File: config.mk
export PLATFORM = sky130hd
export DESIGN_NAME = bin_to_bcd_seq
export DESIGN_NICKNAME = d
export VERILOG_FILES = /design/src/rtl/bcd_pkg.sv /design/src/rtl/bcd_digit_adj.sv /design/src/rtl/bin_to_bcd_seq.sv
export SDC_FILE = /design/constraint.sdc
export NUM_CORES = 1
export LEC_CHECK = 0
export CAP_MARGIN = 20
export CORE_MARGIN = 1.5
export CORE_UTILIZATION = 35
export CTS_CLUSTER_SIZE = 28
export DETAILED_ROUTE_END_ITERATION = 12
export SETUP_SLACK_MARGIN = 0.05
export SLEW_MARGIN = 20
export SYNTH_ARGS = -nofsm -noshare
export SYNTH_HDL_FRONTEND = slang
export SYNTH_SLANG_ARGS = --single-unit
File: constraint.sdc
create_clock -name clk -period 3.3 [get_ports clk]
set_input_delay 0.66 -clock clk [delete_from_list [all_inputs] [get_ports clk]]
set_output_delay 0.66 -clock clk [all_outputs]
set_load 0.02 [all_outputs]
File: src/rtl/bcd_pkg.sv
// Shared definitions for the sequential binary-to-BCD converter: digit type,
// add-3 constants, FSM state encoding and the parameter sanity check.
package bcd_pkg;

    localparam int unsigned BCD_W = 4;

    typedef logic [BCD_W-1:0] bcd_digit_t;

    localparam bcd_digit_t ADJ_THRESH = 4'd5;
    localparam bcd_digit_t ADJ_ADD    = 4'd3;

    typedef enum logic {
        IDLE,
        SHIFT
    } state_t;

    // True when DIGITS decimal digits can hold the largest WIDTH-bit value.
    function automatic bit digits_fit(int unsigned w, int unsigned d);
        longint unsigned maxv;
        longint unsigned p;
        maxv = (64'd1 << w) - 64'd1;
        p    = 64'd1;
        for (int unsigned i = 0; i < d; i++) begin
            p = p * 64'd10;
        end
        return p > maxv;
    endfunction

endpackage

File: src/rtl/bcd_digit_adj.sv
// Double-dabble digit correction: adds 3 to a BCD digit that is 5 or more
// so the following left shift carries correctly into the next digit.
module bcd_digit_adj
    import bcd_pkg::*;
(
    input  bcd_digit_t d,
    output bcd_digit_t q
);

    always_comb begin
        q = d;
        if (d >= ADJ_THRESH) begin
            q = d + ADJ_ADD;
        end
    end

endmodule

File: src/rtl/bin_to_bcd_seq.sv
// Sequential binary-to-BCD converter, one shift-and-add-3 iteration per clock.
// Define BIN2BCD_SIGNED_EN to treat bin_in as two's complement (magnitude + sign_out).
module bin_to_bcd_seq
    import bcd_pkg::*;
#(
    parameter int unsigned WIDTH  = 8,
    parameter int unsigned DIGITS = 3
) (
    input  logic                      clk,
    input  logic                      rst,
    input  logic                      start,
    input  logic [WIDTH-1:0]          bin_in,
    output logic                      busy,
    output logic                      done,
    output logic [BCD_W*DIGITS-1:0]   bcd_out,
    output logic                      sign_out
);

    localparam int unsigned CW = $clog2(WIDTH + 1);
    localparam int unsigned SW = BCD_W * DIGITS;

    if (WIDTH < 1 || !digits_fit(WIDTH, DIGITS)) begin : g_bad_cfg
        $fatal(1, "bin_to_bcd_seq: DIGITS too small for WIDTH (or WIDTH < 1)");
    end

    state_t              state;
    logic [WIDTH-1:0]    bin_sh;
    logic [SW-1:0]       scratch;
    logic [SW-1:0]       adj;
    logic [CW-1:0]       cnt;
    logic [SW+WIDTH-1:0] shifted;
    logic [WIDTH-1:0]    load_val;
    logic                last;

    for (genvar g = 0; g < DIGITS; g++) begin : g_adj
        bcd_digit_adj u_adj (
            .d (scratch[g*BCD_W +: BCD_W]),
            .q (adj[g*BCD_W +: BCD_W])
        );
    end

    assign shifted = {adj, bin_sh} << 1;
    assign last    = (cnt == CW'(WIDTH - 1));

`ifdef BIN2BCD_SIGNED_EN
    logic sign_pend;

    // The most negative value negates to itself, which reads correctly as unsigned.
    assign load_val = bin_in[WIDTH-1] ? (~bin_in + WIDTH'(1)) : bin_in;
`else
    assign load_val = bin_in;
    assign sign_out = 1'b0;
`endif

    always_ff @(posedge clk or posedge rst) begin
        if (rst) begin
            state   <= IDLE;
            bin_sh  <= '0;
            scratch <= '0;
            cnt     <= '0;
            busy    <= 1'b0;
            done    <= 1'b0;
            bcd_out <= '0;
`ifdef BIN2BCD_SIGNED_EN
            sign_pend <= 1'b0;
            sign_out  <= 1'b0;
`endif
        end else begin
            done <= 1'b0;
            unique case (state)
                IDLE: begin
                    if (start) begin
                        bin_sh  <= load_val;
                        scratch <= '0;
                        cnt     <= '0;
                        busy    <= 1'b1;
                        state   <= SHIFT;
`ifdef BIN2BCD_SIGNED_EN
                        sign_pend <= bin_in[WIDTH-1];
`endif
                    end
                end
                SHIFT: begin
                    scratch <= shifted[SW+WIDTH-1:WIDTH];
                    bin_sh  <= shifted[WIDTH-1:0];
                    cnt     <= cnt + 1'b1;
                    if (last) begin
                        bcd_out <= shifted[SW+WIDTH-1:WIDTH];
                        done    <= 1'b1;
                        busy    <= 1'b0;
                        state   <= IDLE;
`ifdef BIN2BCD_SIGNED_EN
                        sign_out <= sign_pend;
`endif
                    end
                end
                default: state <= IDLE;
            endcase
        end
    end

endmodule
==> impl_metrics.csv <==
group,metric,value,unit
outcome,status,"completed",
routing,route.detailed.wl_per_inst,12.09,microns
logic_synthesis,postSynthCellCount,179,
clocking,number_of_buffers_created_by_cts,5,
timing,finalHoldViolCount,0,
global_route,grt_max_degree,40,
logic_synthesis,synthFlopType,"dfrtp_1",
timing,timing_worst_slew_pin_value,509.5,ps
timing,timing.max_slew.rel_slack,65.91,%
finish,layout.filler_cells,517,
timing,max_freq,0.5254,GHz
critical_path,required,2640,ps
timing,post_route_setup_tns,0,ps
finish,layout.core_utilization,43.76,%
global_route,first_global_vias,1320,
place,dp_cells,267,
logic_synthesis,synth_seq_area_share,51.49,%
logic_synthesis,distinct_cells_synth,32,
finish,nNetsFinal,222,
logic_synthesis,synthDominantCellAreaShare,51.49,%
critical_path,cp.buffers_inverters,1,
place,gp_routability_congestion,0.7432,
place,place_worst_setup_slack,1198,ps
logic_synthesis,post_synthesis_instance_area,0.001896,sq mm
timing,timing.clock.skew,6.405,ps
critical_path,slowest_delay,600,ps
finish,finish.cell_count_without_fillers,273,
logic_synthesis,synth_async_sr_flop_share,100.0,%
timing,rsz0062_at_grt,"false",
clocking,clkTransAtPathRegs,70,ps
critical_path,crit_path_cell_trace,"clkdlybuf4s50_1",
routing,route.vias.total,1289,
routing,drt_first_pass_iters,4,
place,dp.final_hpwl,2.232,mm
timing,period_share,57.67,%
routing,finalWirelength,3.301,mm
logic_synthesis,synth.top_cells.by_count,"dfrtp_1, nand2_1, o21ai_0, mux2i_1",
critical_path,crit_family,"buffers and inverters",
logic_synthesis,synth.largest_area_cell,"dfrtp_1",
place,dpl_cell_area,0.002191,sq mm
finish,final_layout_size_suffix_gt1_share,10.84,%
logic_synthesis,synth_edf_count,0,
global_route,globalRouteTotalUtil,12.84,%
logic_synthesis,synth_most_common_cell,"dfrtp_1",
critical_path,crit_arrival,1240,ps
timing,report.final.slew_viol_count,0,
clocking,hold_buffers,0,
clocking,cts.repair.resized,0,
critical_path,worst_setup_path_start_kind,"register",
die,floorplan.rows,26,
clocking,cts_num_sinks,39,
critical_path,crit_type,"reg2out",
global_route,antenna_violations_before_repair,0,
finish,antenna_diodes,0,
die,initial_core_util,36.65,%
timing,setup_ws,1397,ps
timing,setup_viol_count_final,0,
die,dieHeight,76.59,microns
finish,final_cell_area,0.002263,sq mm
die,design.portCount,26,
clocking,clock_tree.root_cell,"clkbuf_8",
logic_synthesis,avg_inst_size_synth,10.59,sq um
logic_synthesis,synth-seq-cells,39,
power,cellPowerDensity,1003,mW/mm^2
logic_synthesis,yosys-top-cells-area,"dfrtp_1, mux2i_1, nand2_1",
die,die-area,0.005866,sq mm
routing,avg_vias_per_cell,4.722,
place,place.port_buffers,24,
finish,synthToLayoutAreaGrowth,19.41,%
min_path,hp-class,"reg2reg",
routing,postRouteAntennaNets,0,
clocking,cts.repair_timing.setup_buffer_count,0,
critical_path,crit_slowest_cell,"clkdlybuf4s50_1",
clocking,cts-htree-levels,2,
routing,drt_iter0_markers,50,
logic_synthesis,ys.warnings.count,0,
power,worst_ir_drop_vdd,0.3041,mV
clocking,cts_max_path_buffers,2,
run,cap_violations,0,
critical_path,setup.worst_path.end_class,"primary output",
timing,finalCriticalPeriod,1903,ps
clocking,insertion_delay,290,ps
critical_path,crit_fanout,2,
power,cellLeakagePower,0.001033,uW
logic_synthesis,mappedNetlistNets,197,
die,core,0.005172,sq mm
die,die_w,76.59,microns
global_route,grt_pass1_wl,6.003,mm
clocking,tritoncts,"built",
routing,drc,0,
global_route,grt.overflow.total,0,
layout make-up:
type	instances	area (sq um)	area share, %
clock buffers	6	72.57	3.206
flip-flops and latches	39	975.9	43.12
well taps	70	87.58	3.870
multi-input cells	121	824.5	36.43
repair buffers	27	262.8	11.61
inverters	10	40.04	1.769
flip-flops by register name, summed over array words and instances (netlist names):
signal,count
scratch,12
bin_sh,8
done,1
busy,1
state,1
bcd_out,12
cnt,4
metrics by stage:
stage	power, uW	hold WS [ps]
floorplan	1689	443.7
global placement	1986	462.7
detailed placement	2005	468.8
CTS	2309	483.6
global route	2489	515.1
finish	2271	478.4
layer usage:
layer  part of all wire, %  global-route usage, %  wire length (microns)  vias up
li1                      -                      -                      -      657
met1                    49                  15.96                   1621      605
met2                    47                  21.07                   1538       23
met3                   3.0                  3.593                    100        4
met4                   1.2                  5.000                     40        0
met5                     0                      0                      0        -
worst reg2reg max path, cell delays in order (launching register included):
cell,delay (ps)
dfrtp_1,430
inv_1,80
ha_1,240
nand2b_1,110
a21oi_2,190
mux2_2,370
o22ai_1,150
cell usage in the layout (no fill, tap or decap), drive strengths merged:
cell type      count
a21oi             12
and2               1
mux2i             10
nor3               5
nor2               5
buf                3
clkbuf             6
nand3              4
conb               1
nand2b             3
and2b              1
dfrtp             39
inv               10
mux2               6
o31ai              2
clkdlybuf4s50     24
ha                 7
o22ai              3
a21o               6
nand2             26
o21ai             19
nor3b              5
xnor2              3
a22o               2
cell families after synthesis:
group | after synthesis | synth area share, %
AO/OA/AOI/OAI | 44 | 14.32
XOR/XNOR | 3 | 1.386
adder cells (fa/ha/maj) | 7 | 4.620
buffers and inverters | 19 | 5.016
flip-flops | 39 | 51.49
multiplexers | 16 | 9.835
other | 1 | 0.1978
AND/OR/NAND/NOR | 50 | 13.14
where the power goes:
part	switching (uW)	total (uW)	internal, uW
Combinational	547	1100	552
Sequential	178	875	697
Clock	156	297	141
Total	881	2270	1390
worst paths after layout:
| kind | startpoint | slack [ps] | end | cells past startpoint |
|---|---|---|---|---|
| max | bcd_out[10]$_DFFE_PP0P_ | 1400 | bcd_out[10] | 1 |
| min | bcd_out[8]$_DFFE_PP0P_ | 480 | bcd_out[8]$_DFFE_PP0P_ | 2 |
| max reg2reg | scratch[4]$_DFFE_PP0P_ | 1650 | scratch[6]$_DFFE_PP0P_ | 6 |
| min reg2reg | bcd_out[8]$_DFFE_PP0P_ | 480 | bcd_out[8]$_DFFE_PP0P_ | 2 |
| max in group asynchronous | rst | 2170 | bcd_out[7]$_DFFE_PP0P_ | 3 |
| min in group asynchronous | rst | 790 | bin_sh[6]$_DFFE_PP0P_ | 3 |
No activity file was read; power rests on OpenSTA's default activity.
